==> config.mk <==
export PLATFORM = sky130hd
export DESIGN_NAME = adder_arbiter_flat
export DESIGN_NICKNAME = d
export VERILOG_FILES = /design/src/rtl/adder_arbiter_if.sv /design/src/rtl/adder_arbiter.sv /design/src/flat_wrapper.sv
export SDC_FILE = /design/constraint.sdc
export NUM_CORES = 1
export LEC_CHECK = 0
export BUFFER_PORTS_ARGS = -buffer_cell sky130_fd_sc_hd__buf_2
export CORE_MARGIN = 2
export CORE_UTILIZATION = 40
export DETAILED_ROUTE_END_ITERATION = 12
export GPL_TIMING_DRIVEN = 1
export PLACE_DENSITY = 0.78
export SYNTH_ARGS = -nofsm -noshare
export SYNTH_HDL_FRONTEND = slang
export SYNTH_SLANG_ARGS = --single-unit
export TNS_END_PERCENT = 30
==> constraint.sdc <==
create_clock -name clk -period 3.25 [get_ports clk]
set_input_delay 0.1625 -clock clk [delete_from_list [all_inputs] [get_ports clk]]
set_output_delay 0.1625 -clock clk [all_outputs]
set_load 0.02 [all_outputs]
==> src/rtl/adder_arbiter_if.sv <==
// Request/result bundle for the shared-adder arbiter.
// Requesters and the result consumer sit on the master side; the arbiter is the slave.
interface adder_arbiter_if #(
    parameter int unsigned DW   = 5,
    parameter int unsigned NREQ = 4,
    parameter int unsigned IDW  = 2
);
    logic [NREQ-1:0]    req_valid;
    logic [NREQ*DW-1:0] req_a;
    logic [NREQ*DW-1:0] req_b;
    logic [NREQ-1:0]    req_ready;
    logic               res_valid;
    logic [DW-1:0]      res_data;
    logic [IDW-1:0]     res_id;
    logic               res_ovf;
    logic               res_ready;

    modport master (
        output req_valid, req_a, req_b, res_ready,
        input  req_ready, res_valid, res_data, res_id, res_ovf
    );

    modport slave (
        input  req_valid, req_a, req_b, res_ready,
        output req_ready, res_valid, res_data, res_id, res_ovf
    );
endinterface

==> src/rtl/adder_arbiter.sv <==
// Round-robin sharing of one signed DW-bit adder among NREQ requesters,
// with a 1-entry tagged result buffer and full-throughput valid/ready handshake.
module adder_arbiter #(
    parameter int unsigned DW   = 5,
    parameter int unsigned NREQ = 4,
    parameter int unsigned IDW  = 2
) (
    input logic            clk,
    input logic            rst,
    adder_arbiter_if.slave bus
);

    typedef enum logic {
        S_EMPTY = 1'b0,
        S_FULL  = 1'b1
    } state_t;

    state_t         state;
    logic [DW-1:0]  data_q;
    logic [IDW-1:0] id_q;
    logic           ovf_q;
    logic [IDW-1:0] ptr;

    logic           can_accept;
    logic           found;
    logic [IDW-1:0] win;
    logic [IDW-1:0] idx;
    logic [NREQ-1:0] grant;
    logic           accept;
    logic [DW-1:0]  sel_a;
    logic [DW-1:0]  sel_b;
    logic [DW-1:0]  sum;
    logic           ovf;

    function automatic logic [IDW-1:0] wrap_idx(input logic [IDW-1:0] base,
                                                input int unsigned    off);
        int unsigned s;
        s = 32'(base) + off;
        if (s >= NREQ) s = s - NREQ;
        return s[IDW-1:0];
    endfunction

    assign can_accept = (state == S_EMPTY) || bus.res_ready;

    // Scan from the pointer upward with wrap; first valid requester wins.
    always_comb begin
        found = 1'b0;
        win   = '0;
        idx   = '0;
        for (int unsigned k = 0; k < NREQ; k++) begin
            idx = wrap_idx(ptr, k);
            if (!found && bus.req_valid[idx]) begin
                found = 1'b1;
                win   = idx;
            end
        end
    end

    always_comb begin
        grant = '0;
        for (int unsigned k = 0; k < NREQ; k++) begin
            grant[k] = found && can_accept && !rst && (32'(win) == k);
        end
    end

    assign accept        = |grant;
    assign bus.req_ready = grant;

    always_comb begin
        sel_a = '0;
        sel_b = '0;
        for (int unsigned k = 0; k < NREQ; k++) begin
            if (grant[k]) begin
                sel_a = bus.req_a[k*DW +: DW];
                sel_b = bus.req_b[k*DW +: DW];
            end
        end
    end

    assign sum = sel_a + sel_b;
    assign ovf = (sel_a[DW-1] == sel_b[DW-1]) && (sum[DW-1] != sel_a[DW-1]);

    // An accept takes priority over a drain, so drain+accept stays FULL.
    always_ff @(posedge clk or posedge rst) begin
        if (rst) begin
            state  <= S_EMPTY;
            data_q <= '0;
            id_q   <= '0;
            ovf_q  <= 1'b0;
            ptr    <= '0;
        end else begin
            if (accept) begin
                state  <= S_FULL;
                data_q <= sum;
                id_q   <= win;
                ovf_q  <= ovf;
                ptr    <= wrap_idx(win, 1);
            end else if ((state == S_FULL) && bus.res_ready) begin
                state <= S_EMPTY;
            end
        end
    end

    assign bus.res_valid = (state == S_FULL);
    assign bus.res_data  = data_q;
    assign bus.res_id    = id_q;
    assign bus.res_ovf   = ovf_q;

endmodule

==> src/flat_wrapper.sv <==
// flat-port wrapper written by rule: the top's interface ports become plain ports
module adder_arbiter_flat 
#(
    parameter int unsigned DW   = 5,
    parameter int unsigned NREQ = 4,
    parameter int unsigned IDW  = 2
)
  (clk, rst, bus_req_valid, bus_req_a, bus_req_b, bus_res_ready, bus_req_ready, bus_res_valid, bus_res_data, bus_res_id, bus_res_ovf);
  adder_arbiter_if #(.DW(DW), .NREQ(NREQ), .IDW(IDW)) bus_i ();
  input logic clk;
  input logic rst;
  input wire logic [$bits(bus_i.req_valid)-1:0] bus_req_valid;
  input wire logic [$bits(bus_i.req_a)-1:0] bus_req_a;
  input wire logic [$bits(bus_i.req_b)-1:0] bus_req_b;
  input wire logic [$bits(bus_i.res_ready)-1:0] bus_res_ready;
  output wire logic [$bits(bus_i.req_ready)-1:0] bus_req_ready;
  output wire logic [$bits(bus_i.res_valid)-1:0] bus_res_valid;
  output wire logic [$bits(bus_i.res_data)-1:0] bus_res_data;
  output wire logic [$bits(bus_i.res_id)-1:0] bus_res_id;
  output wire logic [$bits(bus_i.res_ovf)-1:0] bus_res_ovf;
  assign bus_i.req_valid = bus_req_valid;
  assign bus_i.req_a = bus_req_a;
  assign bus_i.req_b = bus_req_b;
  assign bus_i.res_ready = bus_res_ready;
  assign bus_req_ready = bus_i.req_ready;
  assign bus_res_valid = bus_i.res_valid;
  assign bus_res_data = bus_i.res_data;
  assign bus_res_id = bus_i.res_id;
  assign bus_res_ovf = bus_i.res_ovf;
  adder_arbiter #(.DW(DW), .NREQ(NREQ), .IDW(IDW)) u_core (.clk(clk), .rst(rst), .bus(bus_i));
endmodule
### Word-level counts from Yosys, hierarchy flattened

Index checks and enable logic that the tools add are counted.

* input port bits: 47
* bits in registers: 11
* logic and storage cells: 80
* output and inout port bits: 13

* reductions and logical operators: 19
* $lt $le $gt $ge: 9
* multiplexer cells: 31
* equal/unequal tests: 5
* add/sub/neg operators: 10
* bitwise gates (word level): 1

Operators by type and width (count)
* $mux W5: 8
* $mux W2: 9
* $ge A3 B3 Y1 const B: 4
* $lt A2 B3 Y1 const B: 4
* $logic_and A1 B1 Y1: 11
* $mux W1: 10
* $sub A2 B1 Y2 const B: 5
* $bmux W1 S2: 4
* $add A2 B1 Y3 const B: 2
* $add A2 B2 Y3 const B: 2
* $add A5 B5 Y5: 1
* $eq A2 B2 Y1 const B: 2
* $logic_not A1 Y1: 4
* $reduce_or A4 Y1: 1
* $ge A2 B3 Y1 const B: 1
* $eq A2 B1 Y1 const B: 1
* $logic_not A2 Y1: 1
* $reduce_bool A2 Y1: 1
* $eq A1 B1 Y1: 1
* $logic_or A1 B1 Y1: 1
* $ne A1 B1 Y1: 1
* $not A1 Y1: 1

### Longest topological paths before layout

Gate-level depths: netlist (run 1).

* depth after elaboration: 24
* depth in mapped cells: 19
* gate-level depth less buffers: 18

### Worst setup path after synthesis (run 1)

Ideal clock, no wire load.

* kind: register -> register
* start point: register u_core.ptr[0]
* end point: register u_core.data_q[4] (netlist: u_core.bus.res_data[4])
* data arrival time: 3.490 ns
* stages on the path, launching flop included: 20
* path slack: -0.364 ns
* data required time: 3.125 ns
* cells stage by stage: dfrtp_1 nor2b_1 a21oi_1 nor2_1 a211o_1 inv_1 ha_1 clkbuf_1 buf_1 nor2_1 a21oi_1 a21oi_1 ha_1 inv_1 fa_1 inv_1 a21o_1 a21oi_1 xnor3_1 mux2_2

RTL lines
* start, declared: line adder_arbiter.sv:22 `logic [IDW-1:0] ptr;`
* start signal, assigned: line adder_arbiter.sv:97 `ptr <= wrap_idx(win, 1);`
* branches (longest 13 deep; another with $add A2 B1 Y3)
* $mux W2 *: line adder_arbiter.sv:52 `if (!found && bus.req_valid[idx]) begin`
* net u_core.win[0]: line adder_arbiter.sv:26 `logic [IDW-1:0] win;`
* $logic_not A2 Y1: line adder_arbiter.sv:62 `grant[k] = found && can_accept && !rst && (32'(win) == k);`
* $logic_and A1 B1 Y1: line adder_arbiter.sv:62
* $mux W5 (4 in series): line adder_arbiter.sv:73 `if (grant[k]) begin`
* $add A5 B5 Y5: line adder_arbiter.sv:80 `assign sum = sel_a + sel_b;`
* end signal, assigned: line adder_arbiter.sv:94 `data_q <= sum;`
* end, declared: line adder_arbiter.sv:19 `logic [DW-1:0] data_q;`

Mark *: on every way through the listed nets, which the timed path passes. The select of a mux whose other input is x is not followed.
A chain may end at the register's enable or synchronous reset.

### Worst setup path after layout (run 1)

* start point: register u_core.ptr[1]
* end point: register u_core.ovf_q (netlist: u_core.bus.res_ovf)

* word-level cells in the longest chain between the ends: 24

RTL lines
* branches (longest 24 deep; another with $add A2 B1 Y3)
* end signal, assigned: line adder_arbiter.sv:96 `ovf_q <= ovf;`
* end, declared: line adder_arbiter.sv:21 `logic ovf_q;`

Parallel ways; which one is timed is not known. The select of a mux whose other input is x is not followed.

==> reports/results.tsv, run 1 <==
metric	value	unit
n_antenna_cell	0	
synth_most_common_cell	nand2_1	
irDropWorstVdd	0.479	mV
status	complete, no violations	
netlist.area_leader.share	24.7	%
max_freq	323	MHz
worst-setup-path-type	flop to flop	
drtIter0Drc	66	
crit_required	3460	ps
die_h	56.7	um
p_switching	612	uW
fill_cells	247	
slew_violations	0	
syn_nets	193	
cts_buffers	3	
wl	3240	um
worstHoldPathType	primary input to flop	
dp_cells	231	
internal_power	744	uW
synth-main-ff-cell	dfrtp_1	
place_congestion	0.838	
drc	0	
viasPerCell	5.16	
rows	19	
worstPathArrival	3300	ps
syn_avg_cell_area	8.12	sq um
startpoint_type	flop	
cts.sinks	11	
grt_usage	19.8	%
fin_cells	251	
combPwrFrac	75.6	%
worstSetupEndpointType	flop	
wl_per_cell	12.9	um
clk_path_buf_depth	2	
grt_overflow	0	
yosysTopAreaCell	dfrtp_1	
finalHoldViolations	0	
htreeDepth	1	
portBuffers	59	
cellLeakagePower	0.000902	uW
pre_cts_ws	-88.4	ps
fin_total_pwr	1360	uW
synth_edf_count	0	
seq_area_frac_synth	24.7	%
finalSetupViolCount	0	
ys_ff_latch	11	
slew_headroom	72.2	%
coreArea	2690	sq um
drive_gt1_share	50.9	%
grt_pass1_wl	5200	um
synth_cells	137	
cp_max_fo	11	
final_area	1740	sq um
post-route-util	64.9	%
grt_pass1_vias	1179	
ioPinCount	60	
setup_ws	154	ps
grt_max_degree	18	
tritoncts	yes	
clk_pin_slew	70	ps
area_growth	56.7	%
p_per_area	778	nW/um^2
synth_area	1110	sq um
die_w	56.7	um
clk_latency	270	ps
layout_min_cycle_time	3100	ps
vias	1295	
synthArstFlopShare	100	%
post-dp-hpwl	2440	um
dieArea	3220	sq um
synth_area_leaders	dfrtp_1 (25%), ha_1 (9.0%), nand2_1 (7.1%)	
root_buffer	clkbuf_4	
place_area	1530	sq um
pwr-share-seq	17.5	%
p_clk_share	6.9	%
maxCapViolCount	0	
yosysWarningCount	0	
dr.pass1.iters	4	
synthTopCellsByCount	nand2_1 (21), a21oi_1 (15), nor2_1 (12), dfrtp_1 (11), inv_1 (10)	
skew	6.57	ps
rsz0062_at_grt	yes	
start_util	41.4	%
synth.distinct_cells	36	
ant_nets	0	
fin_crit_sh	95.3	%
switching_share	45.2	%
worst_pin_slew	417	ps
fin_nets	277	
antenna_found_initial	0	
-- through the flow --
step,TNS [ps],hold WS (ps)
floorplan,0,14.9
global placement,-1.04,191
finish,0,326
global route,-99.4,366
detailed placement,-88.4,193
CTS,0,323
-- state kept, by name (all words and copies together), names as in the netlist --
| signal | flops |
|---|---|
| u_core.bus.res_data | 5 |
| u_core.bus.res_id | 2 |
| u_core.ptr | 2 |
| u_core.bus.res_ovf | 1 |
| u_core.bus.res_valid | 1 |
-- cells in the final DEF (no fill, tap or decap), drive strengths merged, types with 2 or more instances in the layout --
cell,Yosys,final
a21o,2,2
o211ai,3,3
and3b,2,2
nor2b,2,2
o2111a,3,3
o221ai,4,4
mux2,4,4
clkbuf,5,4
a21oi,15,15
mux2i,2,2
ha,8,8
o22ai,2,2
and2,3,3
nand2b,4,4
inv,10,10
nand2,21,21
buf,1,84
o21ai,7,7
nor2,12,12
dfrtp,11,11
xor2,2,2
or3,2,2
-- timing repair --
| action | 4_1_cts | 5_1_grt |
|---|---|---|
| buffers inserted | 7 | 8 |
| resized for setup | 5 | 11 |
| hold endpoints to repair | 11 | 0 |
| pin swaps | 3 | 11 |
| setup endpoints to repair | 2 | 2 |
| hold buffers | 1 | 0 |
-- worst paths after layout --
kind / start / cells after the start / slack (ps) / end
setup / recovery: u_core.ptr[1]$_DFFE_PP0P_ / 16 / 150 / u_core.bus.res_ovf$_DFFE_PP0P_
hold / removal: bus_res_ready / 3 / 330 / u_core.bus.res_valid$_DFFE_PP0P_
setup reg to reg: u_core.ptr[1]$_DFFE_PP0P_ / 16 / 150 / u_core.bus.res_ovf$_DFFE_PP0P_
hold reg to reg: u_core.bus.res_data[2]$_DFFE_PP0P_ / 2 / 490 / u_core.bus.res_data[2]$_DFFE_PP0P_
max in group asynchronous: rst / 3 / 2500 / u_core.ptr[1]$_DFFE_PP0P_
min in group asynchronous: rst / 3 / 430 / u_core.ptr[0]$_DFFE_PP0P_
-- cell families (layout without fill, tap and decap cells) --
kind of cell               Yosys count  in the layout  synth area share [%]
and+or+nand+nor                     50             50                  21.8
AOI/OAI and AO/OA                   41             41                  26.5
buffers and inverters               17            100                  6.64
DFF                                 11             11                  24.7
adders and majority gates            9              9                  10.8
muxes                                6              6                  5.85
xor gates and xnor gates             3              3                  3.60
-- power groups by stage --
stage | Combinational, uW | Clock (uW) | Sequential (uW)
6_report | 1030 | 93.9 | 237
5_1_grt | 1120 | 105 | 244
4_1_cts | 915 | 94.9 | 234
3_5_place_dp | 830 | 0 | 239
3_3_place_gp | 821 | 0 | 240
2_1_floorplan | 538 | 0 | 294
-- worst max-delay path: stages, from the launching register on --
cell and delay, ps:
dfrtp_2 430, nand2_1 60, nand2_1 60, a21oi_2 180
o22ai_4 120, buf_4 160, ha_4 190, buf_4 140
o211ai_1 160, o2111a_1 260, inv_2 50, fa_2 380
inv_1 60, a21o_1 110, a21oi_2 70, or3_2 480
a21oi_2 120
-- area by class of cell --
cell class / instances / area [sq um] / area share, %
Clock buffer: 4 / 26.3 / 1.51
Timing Repair Buffer: 85 / 497 / 28.5
Tap cell: 31 / 38.8 / 2.23
Sequential cell: 11 / 277 / 15.9
Multi-Input combinational cell: 109 / 858 / 49.2
Inverter: 11 / 46.3 / 2.66
-- metal layers --
| layer | vias to the layer above | GRT usage [%] | routed length, um |
|---|---|---|---|
| li1 | 649 | - | - |
| met1 | 579 | 27.2 | 1420 |
| met2 | 65 | 31.7 | 1440 |
| met3 | 2 | 4.84 | 350 |
| met4 | 0 | 3.99 | 22 |
| met5 | - | 0 | 0 |
Power figures use the tool's default switching activity.
==> run 2, diff against run 1 <==
- ABC_AREA: default -> 1
- CORE_UTILIZATION: 40 -> 44
- PLACE_DENSITY: 0.78 -> 0.79
==> run 2 against run 1 <==
Net effect: the flow now finishes with violations (negative setup slack); wire length grew 29%; non-clock buffer count is 18 higher; global-route usage rose by 3.0 points; cell count is 44% higher; utilization is 10 points higher; critical path depth rose by 7; critical path type unchanged; maximum frequency down 8.3%; largest cell class unchanged.
==> reports/results.tsv, run 2 <==
metric	value	unit	change
status	complete, but fails checks		
violations	negative setup slack		
start_util	46.4	%	+5.0 points
post-dp-hpwl	3200	um	+31%
skew	4.42	ps	-2.15 ps
crit_required	3420	ps	-40 ps
ant_nets	0		unchanged
final_area	2310	sq um	+33%
drc	0		unchanged
maxCapViolCount	0		unchanged
synth_most_common_cell	nand2_1		
max_freq	296	MHz	-8.3%
synth-main-ff-cell	dfrtp_1		
final_common_cell	buf_2		
rows	20		+1
seq_area_frac_synth	19.3	%	-5.5 points
drtIter0Drc	42		-36%
die_h	61.0	um	+7.4%
grt_usage	22.8	%	+3.0 points
root_buffer	clkbuf_4		
wl	4180	um	+29%
worst_pin_slew	399	ps	-17.7 ps
worst-setup-path-type	flop to flop		
setup_ws	-128	ps	-282 ps
antenna_found_initial	0		unchanged
viasPerCell	4.89		-5.1%
netlist.area_leader.share	19.3	%	-5.5 points
synth_cells	215		+57%
wl_per_cell	11.6	um	-10%
synthArstFlopShare	100	%	unchanged
place_congestion	0.904		+7.9%
die_w	61.0	um	+7.4%
synth_edf_count	0		unchanged
worstHoldPathType	primary input to flop		
slew_headroom	73.4	%	+1.2 points
clk_pin_slew	70	ps	about the same
vias	1767		+36%
worstPathArrival	3550	ps	+250 ps
syn_nets	271		+40%
clk_path_buf_depth	2		unchanged
grt_pass1_wl	6440	um	+24%
htreeDepth	1		unchanged
place_area	2110	sq um	+38%
worstSetupEndpointType	flop		
grt_overflow	0		unchanged
dieArea	3720	sq um	+15%
synth_area	1430	sq um	+28%
yosysTopAreaCell	dfrtp_1		
synth_area_leaders	dfrtp_1 (19%), nand2_1 (14%), nand3_1 (8.1%)		
drive_gt1_share	54.3	%	+3.3 points
yosysWarningCount	0		unchanged
synth.distinct_cells	33		-8.3%
slew_violations	0		unchanged
syn_avg_cell_area	6.64	sq um	-18%
fin_crit_sh	104	%	+8.7 points
synthTopCellsByCount	nand2_1 (52), inv_1 (28), nand3_1 (23), nor2_1 (17)		
grt_pass1_vias	1532		+30%
fin_nets	374		+35%
rsz0062_at_grt	yes		
startpoint_type	flop		
ys_ff_latch	11		unchanged
layout_min_cycle_time	3380	ps	+282 ps
tritoncts	yes		
cts_buffers	3		unchanged
cp_max_fo	5		-6
dr.pass1.iters	4		unchanged
final_cell_mix	buf_2 (59), nand2_1 (47), buf_4 (38)		
ioPinCount	60		unchanged
pre_cts_ws	-242	ps	-153 ps
clk_latency	280	ps	about the same
coreArea	3080	sq um	+15%
finalHoldViolations	0		unchanged
grt_max_degree	14		-4
largest_reg_flops	5		unchanged
final.setup.tns	-382	ps	-382 ps
cts.sinks	11		unchanged
portBuffers	59		unchanged
area_growth	61.8	%	
n_antenna_cell	0		unchanged
finalSetupViolCount	4		+4
run 2: final timing paths:
kind	start	endpoint	slack, ps	depth (start not counted)
worst min-delay path	bus_res_ready	u_core.bus.res_valid$_DFFE_PP0P_	70	2
max in group asynchronous	rst	u_core.ptr[1]$_DFFE_PP0P_	2530	3
worst max register to register	u_core.ptr[0]$_DFFE_PP0P_	u_core.bus.res_ovf$_DFFE_PP0P_	-130	23
worst min register to register	u_core.bus.res_data[0]$_DFFE_PP0P_	u_core.bus.res_data[0]$_DFFE_PP0P_	480	2
worst max-delay path	u_core.ptr[0]$_DFFE_PP0P_	u_core.bus.res_ovf$_DFFE_PP0P_	-130	23
min in group asynchronous	rst	u_core.bus.res_id[0]$_DFFE_PP0P_	420	3
run 2: layer usage:
layer | vias up | GRT usage (%) | part of all wire, %
met1 | 797 | 30.1 | 44
li1 | 903 | - | -
met5 | - | 0 | 0
met2 | 61 | 38.7 | 49
met3 | 6 | 2.35 | 5.0
met4 | 0 | 7.76 | 1.6
run 2: critical path: stages, from the launching register on:
cell	delay, ps
dfrtp_2	480
buf_6	150
nand2_1	80
nand2_2	70
nand2_1	70
and2_4	140
nand3b_1	160
nand4_1	170
o21ai_4	150
inv_2	110
ha_4	180
nand3_4	120
buf_6	120
nor3_1	40
a311oi_2	200
ha_2	230
inv_2	40
fa_2	340
inv_2	70
a31oi_4	90
inv_2	70
nand2_1	60
nand3_1	80
nand2_1	50
run 2: final cells by class:
| class | instances | area (sq um) |
|---|---|---|
| fillers | 239 | 768 |
| inverters | 34 | 158 |
| clock buffers | 4 | 26.3 |
| multi-input cells | 165 | 1140 |
| well taps | 44 | 55.1 |
| flip-flops and latches | 11 | 278 |
| repair buffers | 103 | 656 |
run 2: repair_timing:
| item | 4_1_cts | 5_1_grt |
|---|---|---|
| buffers inserted | 7 | 2 |
| resized for setup | 17 | 14 |
| endpoints found under the setup margin | 5 | 5 |
| pin swaps | 11 | 4 |
| endpoints found under the hold margin | 11 | 0 |
| hold buffers | 1 | 0 |
run 2: stage by stage:
stage          std cells  util, %  hold WS (ps)
6_report             361     75.0          70.8
3_5_place_dp         347     68.5           172
2_1_floorplan        215        -          14.9
3_3_place_gp         347     68.5           167
4_1_cts              359     73.6          75.6
5_1_grt              361     75.0          77.7
run 2: kinds of logic after synthesis:
logic type                 after synthesis  share of synthesized area (%)
DFF                                     11                           19.3
AOI/OAI and AO/OA                       28                           12.4
and+or+nand+nor                        126                           45.5
xor gates and xnor gates                 2                           1.23
adders and majority gates                9                           8.41
buffers and inverters                   39                           13.2
Power of run 2 is not shown: default switching activity piles up to over one toggle a cycle in this logic, so the estimate is an artifact.
